File: config.mk
export PLATFORM = sky130hd
export DESIGN_NAME = rrq_wrr
export DESIGN_NICKNAME = d
export VERILOG_FILES = /design/src/rtl/rrq_pkg.sv /design/src/rtl/rr_pick.sv /design/src/rtl/rrq_wrr.sv
export SDC_FILE = /design/constraint.sdc
export NUM_CORES = 1
export LEC_CHECK = 0
export BUFFER_PORTS_ARGS = -buffer_cell sky130_fd_sc_hd__buf_2
export CORE_ASPECT_RATIO = 1.1
export CORE_UTILIZATION = 55
export CTS_BUF_LIST = sky130_fd_sc_hd__clkbuf_4
export CTS_CLUSTER_SIZE = 28
export DETAILED_ROUTE_END_ITERATION = 6
export GPL_TIMING_DRIVEN = 0
export PLACE_DENSITY = 0.95
export SYNTH_ARGS = -nofsm -noshare
export SYNTH_HDL_FRONTEND = slang
export SYNTH_SLANG_ARGS = --single-unit
export TNS_END_PERCENT = 10
File: constraint.sdc
create_clock -name clk -period 9.95 [get_ports clk]
set_clock_uncertainty 0.15 [all_clocks]
set_input_delay 1.99 -clock clk [delete_from_list [all_inputs] [get_ports clk]]
set_output_delay 1.99 -clock clk [all_outputs]
set_load 0.05 [all_outputs]
File: src/rtl/rrq_pkg.sv
// rrq_pkg: shared types and helpers for the weighted round-robin read-request
// arbiter.
//   rrq_state_t : request FSM states (IDLE, BUSY)
//   weight_eff  : maps a burst weight of zero to one; wider callers must
//                 not exceed WEIGHT_MAX_WIDTH bits.
package rrq_pkg;

    localparam int WEIGHT_MAX_WIDTH = 16;

    typedef enum logic {
        IDLE = 1'b0,
        BUSY = 1'b1
    } rrq_state_t;

    // A zero weight would otherwise starve the burst counter comparison,
    // so it behaves as a single-request burst.
    function automatic logic [WEIGHT_MAX_WIDTH-1:0] weight_eff(
        input logic [WEIGHT_MAX_WIDTH-1:0] w
    );
        return (w == '0) ? WEIGHT_MAX_WIDTH'(1) : w;
    endfunction

endpackage

File: src/rtl/rr_pick.sv
// rr_pick: combinational rotating priority encoder.
// Returns the first asserted request found scanning upward from ptr, wrapping
// from N_REQ-1 back to 0.
//   req   : request vector, bit i = requester i
//   ptr   : starting position of the scan (must be < N_REQ)
//   valid : at least one request asserted
//   idx   : winning requester index (0 when valid is low)
module rr_pick #(
    parameter int N_REQ     = 8,
    parameter int IDX_WIDTH = 3
) (
    input  logic [N_REQ-1:0]     req,
    input  logic [IDX_WIDTH-1:0] ptr,
    output logic                 valid,
    output logic [IDX_WIDTH-1:0] idx
);

    localparam int SW = IDX_WIDTH + 1;

    logic [SW-1:0]        sum_w [N_REQ];
    logic [IDX_WIDTH-1:0] cand  [N_REQ];
    logic [N_REQ-1:0]     hit;

    // cand[gi] is the requester visited at scan offset gi.
    for (genvar gi = 0; gi < N_REQ; gi++) begin : g_rot
        assign sum_w[gi] = {1'b0, ptr} + SW'(gi);
        assign cand[gi]  = (sum_w[gi] >= SW'(N_REQ))
                         ? IDX_WIDTH'(sum_w[gi] - SW'(N_REQ))
                         : sum_w[gi][IDX_WIDTH-1:0];
        assign hit[gi]   = req[cand[gi]];
    end

    // Scan from the far end down so the smallest offset wins last.
    always_comb begin
        valid = 1'b0;
        idx   = '0;
        for (int k = N_REQ - 1; k >= 0; k--) begin
            if (hit[k]) begin
                valid = 1'b1;
                idx   = cand[k];
            end
        end
    end

endmodule

File: src/rtl/rrq_wrr.sv
// rrq_wrr: weighted round-robin read-request arbiter.
// Picks one of TOTAL_APPS application queues and holds a read request tagged
// with app_id until the read path reports read_done. Each app may keep the
// grant for up to its weight in consecutive requests before the pointer moves
// on. Issue is blocked while the downstream FIFO is above occ_limit.
//   clk, rst          : clock, asynchronous active-high reset
//   data_queue_empty  : bit i high = app i has nothing to read
//   app_enable        : bit i low = app i excluded
//   weight            : per-app burst weight, 0 behaves as 1
//   occupants         : downstream FIFO occupancy
//   occ_limit         : issue only when occupants <= occ_limit
//   read_done         : current request finished
//   read_queue        : read request, held until read_done
//   app_id            : granted app, stable while read_queue is high
//   room_stall        : an app is waiting but occupancy blocks issue
module rrq_wrr
    import rrq_pkg::*;
#(
    parameter int TOTAL_APPS     = 8,
    parameter int APP_ID_WIDTH   = 3,
    parameter int FIFO_ADD_WIDTH = 10,
    parameter int WEIGHT_WIDTH   = 4
) (
    input  logic                               clk,
    input  logic                               rst,
    input  logic [TOTAL_APPS-1:0]              data_queue_empty,
    input  logic [TOTAL_APPS-1:0]              app_enable,
    input  logic [TOTAL_APPS*WEIGHT_WIDTH-1:0] weight,
    input  logic [FIFO_ADD_WIDTH-1:0]          occupants,
    input  logic [FIFO_ADD_WIDTH-1:0]          occ_limit,
    input  logic                               read_done,
    output logic                               read_queue,
    output logic [APP_ID_WIDTH-1:0]            app_id,
    output logic                               room_stall
);

    rrq_state_t              state_q, state_d;
    logic                    read_queue_q, read_queue_d;
    logic [APP_ID_WIDTH-1:0] app_id_q, app_id_d;
    logic                    room_stall_q, room_stall_d;
    logic [APP_ID_WIDTH-1:0] ptr_q, ptr_d;
    logic [APP_ID_WIDTH-1:0] cur_app_q, cur_app_d;
    logic [WEIGHT_WIDTH-1:0] burst_cnt_q, burst_cnt_d;
    logic [WEIGHT_WIDTH-1:0] w_eff_q, w_eff_d;

    logic [TOTAL_APPS-1:0]   eligible;
    logic [WEIGHT_WIDTH-1:0] weight_arr [TOTAL_APPS];
    logic                    pick_valid;
    logic [APP_ID_WIDTH-1:0] pick_idx;
    logic                    room_ok;
    logic [WEIGHT_WIDTH:0]   burst_inc;
    logic                    burst_end;
    logic [APP_ID_WIDTH-1:0] next_ptr;

    assign eligible = ~data_queue_empty & app_enable;
    assign room_ok  = (occupants <= occ_limit);

    for (genvar gi = 0; gi < TOTAL_APPS; gi++) begin : g_weight
        assign weight_arr[gi] = weight[gi*WEIGHT_WIDTH +: WEIGHT_WIDTH];
    end

    rr_pick #(
        .N_REQ     (TOTAL_APPS),
        .IDX_WIDTH (APP_ID_WIDTH)
    ) u_pick (
        .req   (eligible),
        .ptr   (ptr_q),
        .valid (pick_valid),
        .idx   (pick_idx)
    );

    // One extra bit so burst_cnt+1 cannot wrap before the weight compare.
    assign burst_inc = {1'b0, burst_cnt_q} + 1'b1;
    // The burst also ends early if the granted app drained or was disabled.
    assign burst_end = (burst_inc >= {1'b0, w_eff_q}) || !eligible[cur_app_q];
    assign next_ptr  = (cur_app_q == APP_ID_WIDTH'(TOTAL_APPS - 1))
                     ? '0 : cur_app_q + 1'b1;

    always_comb begin
        state_d      = state_q;
        read_queue_d = read_queue_q;
        app_id_d     = app_id_q;
        ptr_d        = ptr_q;
        cur_app_d    = cur_app_q;
        burst_cnt_d  = burst_cnt_q;
        w_eff_d      = w_eff_q;
        room_stall_d = (state_q == IDLE) && (|eligible) && !room_ok;

        case (state_q)
            IDLE: begin
                if (pick_valid && room_ok) begin
                    state_d      = BUSY;
                    read_queue_d = 1'b1;
                    app_id_d     = pick_idx;
                    // Weight is latched here so later changes only affect
                    // the next grant evaluation.
                    w_eff_d      = WEIGHT_WIDTH'(weight_eff(
                                       WEIGHT_MAX_WIDTH'(weight_arr[pick_idx])));
                    if (pick_idx != cur_app_q) begin
                        cur_app_d   = pick_idx;
                        burst_cnt_d = '0;
                    end
                end
            end
            BUSY: begin
                if (read_done) begin
                    state_d      = IDLE;
                    read_queue_d = 1'b0;
                    if (burst_end) begin
                        ptr_d       = next_ptr;
                        burst_cnt_d = '0;
                    end else begin
                        ptr_d       = cur_app_q;
                        burst_cnt_d = burst_inc[WEIGHT_WIDTH-1:0];
                    end
                end
            end
            default: state_d = IDLE;
        endcase
    end

    always_ff @(posedge clk or posedge rst) begin
        if (rst) begin
            state_q      <= IDLE;
            read_queue_q <= 1'b0;
            app_id_q     <= '0;
            room_stall_q <= 1'b0;
            ptr_q        <= '0;
            cur_app_q    <= '0;
            burst_cnt_q  <= '0;
            w_eff_q      <= WEIGHT_WIDTH'(1);
        end else begin
            state_q      <= state_d;
            read_queue_q <= read_queue_d;
            app_id_q     <= app_id_d;
            room_stall_q <= room_stall_d;
            ptr_q        <= ptr_d;
            cur_app_q    <= cur_app_d;
            burst_cnt_q  <= burst_cnt_d;
            w_eff_q      <= w_eff_d;
        end
    end

    assign read_queue = read_queue_q;
    assign app_id     = app_id_q;
    assign room_stall = room_stall_q;

endmodule

==> results.md <==
- H-tree lvl count: 1
- Hold_sp: app_id[2]$_DFFE_PP0P_
- Hold bufs inserted after CTS: 0
- Synthesis Warnings: 0
- Net count, final: ~450
- Count of unresolved DRC violations after routing: 0
- Layout-stage area growth over the synthesis result: 19.1%
- Area share of the largest cell type after synthesis: 0.184
- Global-route congestion overflow total: 0
- Post-synthesis share of cell area spent on xor and xnor gates: 0.0334
- Final critical delay including setup and external delays: about 5.1 ns
- Via count of the first global-routing pass: between 2000 and 3000
- Crit Reg-Reg Startpoint: ptr_q[1]$_DFFE_PP0P_
- Number of enable flip-flop cells after synthesis: 0
- Post-Synthesis Cell Area: about 2600 µm²
- Worst slew slack as a fraction of its limit: 0.472
- Slew at the pin with the worst max-slew slack: 0.770 ns
- Depth of the most critical reg-to-reg path: 15
- Total power: about 1.1 mW
- Main combinational cell family by area after synthesis: multiplexers
- Required time at the endpoint of the critical path: around 10 ns
- Commonest cells after routing, fill and taps aside: buf_2, mux2i_1, nand2_1
- Post-detailed-route via-to-cell ratio: 6.41
- Final worst-path cycle share: 0.514
- Crit-path most repeated cell: mux2i_1
- Mux contribution to synthesized area: 0.268
- Cell Rows: 25
- Most area-consuming cells after synthesis: dfrtp_1, mux2i_1, ha_1
- Source-to-sink clock delay at the later pin of the worst-skew pair: between 0.3 and 0.4 ns
- Cells after Synth: between 200 and 300
- Setup repair after global routing missed its margin: false
- Number of antenna repair diodes: 0
- Wire length of the first global-routing pass: about 12 mm
- Maximum operating frequency: 196 MHz
- Number of iterations in the first detailed-routing pass: 5
- Placer's final routability congestion estimate: roughly 0.99
- Number of buffer and inverter instances along the worst setup path: 2
- Slowest stage cell on the critical path: mux2i_1
- Fraction of power spent switching nets: 0.507
- Clock-pin slew on the worst setup and hold paths: between 0.1 and 0.15 ns
- Final setup violation count: 0
- Part of the total power dissipated in combinational logic: 0.800
- Maximum resistive drop on vdd: approximately 0.31 mV
- Clk pwr share: 0.063
- Maximum number of pins on one net before global-route repair: 21
- Max incr delay on CP: 0.59 ns
- Power spent charging and discharging nets: ~560 µW
- Library cell with the largest summed area after synthesis: dfrtp_1
- Worst Path Arrival: 5.22 ns
- Number of distinct library cells after synthesis: between 50 and 60
- Total global-route track usage: 0.325
- Wire length per cell: approximately 18 µm
- Worst Hold End: app_id[2]$_DFFE_PP0P_
- Outcome: completed
- Reg-to-reg slack, setup: around 5.5 ns
- Synth Area in Adders: 0.0919
- Hold Fails Final Rpt: 0
- Count of final max-slew check failures: 0
- Dominant register cell in the synthesized netlist: dfrtp_1
- Post-synthesis area per instance: between 9 and 10 µm²
- Effective utilization at floorplan: 0.587
- Worst setup EP type: flop
- Sequential element share of the synthesized area: 0.194
- Clock tree root driver cell: clkbuf_4
- Worst reg2reg endpoint: w_eff_q[0]$_DFFE_PP1P_
- Static leakage: approximately 1.6 nW
- Cell Int Power: ~550 µW
- Iter 0 DRT Violations: roughly 330
- Remaining number of nets flagged by the antenna check after routing: 0
- Ratio of cells with drive above 1 in the final layout: 0.302
- Die area: between 4000 and 5000 µm²
- Summed negative setup slack over all endpoints: 0 ns
- I/O pin cnt: 76
- Kind of launch point of the worst setup path: input port
- Sequential share of power: 0.137
- Path class of the lowest-slack min-delay path: flop to flop
- Detailed-placement wirelength estimate: between 5 and 6 mm
- Antenna violations before repair: 0
- Gate family responsible for the most delay along the worst path: multiplexers
- Crit Path Class: input port to flop
- Vertical extent of the die: between 70 and 80 µm
- Share of flip-flops with an asynchronous set or reset after synthesis: 1.00
- Hold WS: around 0.36 ns
- Via Count: roughly 2700
- Clock tree from TritonCTS: done
- TritonCTS sink count: 20
- Max-Cap Viols: 0
- Commonest non-fill, non-tap cell in the layout: buf_2
- Chip Width: slightly below 70 µm
- Post-synthesis share of cell area spent on and, or, nand and nor gates: 0.158
- Series of cell instances along the critical path: buf_2 -> and2b_1 -> mux2i_1 -> mux2i_1 -> a221o_1 -> nor3_1 -> a21oi_1 -> nor2_2 -> buf_2 -> mux2i_1 -> mux2i_1 -> mux2i_1 -> a31o_1
- Largest fanout on the critical path: 10
- Post-CTS Setup Repair Bufs: 0
- Count of port buffers added during placement: 75
- Total wire length after detailed routing: 7.51 mm
- Flip-flop and latch count after synthesis: 20
- Compound-Gate Fraction of Synth Area: 0.195
- Core box area: ~4400 µm²
- Maximum number of buffers from clock root to sink: 2
- TritonCTS Buffers: 3
- Synth Net Count: between 300 and 400
- Power density over the cells: 360 nW/µm²
- Worst Hold Path Cells: 1
- CTS resizes: 0
-- kinds of logic after synthesis --
kind of cell    count (synthesis)
simple gates                   80
compound gates                 72
mux                            52
xor+xnor                        9
flops                          20
buf+inv                        30
fa+ha+maj                      19
-- metal layers --
layer	GRT usage	up-vias	part of all wire	wire length (µm)
li1	-	1214	-	-
met1	0.362	1243	0.37	2810
met2	0.607	165	0.52	3940
met3	0.0552	37	0.069	517
met4	0.123	0	0.033	248
met5	0	-	0	0
-- through the flow --
stage	util	instance area, µm²	worst slack, ns	cells
5_1_grt	0.699	3080	4.65	415
3_3_place_gp	0.687	3030	4.72	411
3_5_place_dp	0.687	3030	4.62	411
6_report	0.699	3080	4.84	415
2_1_floorplan	-	2590	5.15	282
4_1_cts	0.699	3080	4.93	415
-- registers in the layout (all words and copies together), names as in the netlist --
| signal | flops |
|---|---|
| app_id | 3 |
| state_q | 1 |
| cur_app_q | 3 |
| read_queue | 1 |
| ptr_q | 3 |
| burst_cnt_q | 4 |
| w_eff_q | 4 |
| room_stall | 1 |
-- worst max path at each step --
stage	from	to	slack (ns)	cells past startpoint
finish	data_queue_empty[6]	w_eff_q[0]$_DFFE_PP1P_	4.84	13
global route	data_queue_empty[6]	w_eff_q[0]$_DFFE_PP1P_	4.65	13
CTS	data_queue_empty[6]	w_eff_q[0]$_DFFE_PP1P_	4.93	13
detailed placement	data_queue_empty[6]	w_eff_q[0]$_DFFE_PP1P_	4.62	13
global placement	app_enable[6]	w_eff_q[0]$_DFFE_PP1P_	4.72	12
floorplan	data_queue_empty[6]	burst_cnt_q[0]$_DFFE_PP0P_	5.15	12
-- layout make-up --
type	count	area, µm²
multi-input cells	232	1930
fillers	303	1330
flip-flops and latches	20	502
repair buffers	75	375
plain buffers	12	81.3
inverters	18	72.6
well taps	54	67.6
clock inverters	1	30.0
clock buffers	3	22.5
-- power groups by stage --
stage	Clock [mW]	Combinational (mW)	Sequential, mW
2_1_floorplan	0	0.666	0.172
3_3_place_gp	0	0.823	0.148
3_5_place_dp	0	0.862	0.152
4_1_cts	0.0695	0.873	0.150
5_1_grt	0.0732	0.951	0.155
6_report	0.0703	0.889	0.152
-- Yosys cell counts, drive strengths merged (3+ instances only) --
cell type and n:
clkbuf 5, mux4 12, mux2 6, nand3 5
nor2b 13, a21o 4, o21ai 19, inv 17
a21oi 12, ha 19, a22oi 3, nand2 24
nand2b 9, xor2 5, mux2i 34, xnor2 4
dfrtp 19, nor3 3, a22o 4, nor2 15
a31oi 3, a31o 3, buf 7, a211oi 8
(Power assumes the default switching activity.)
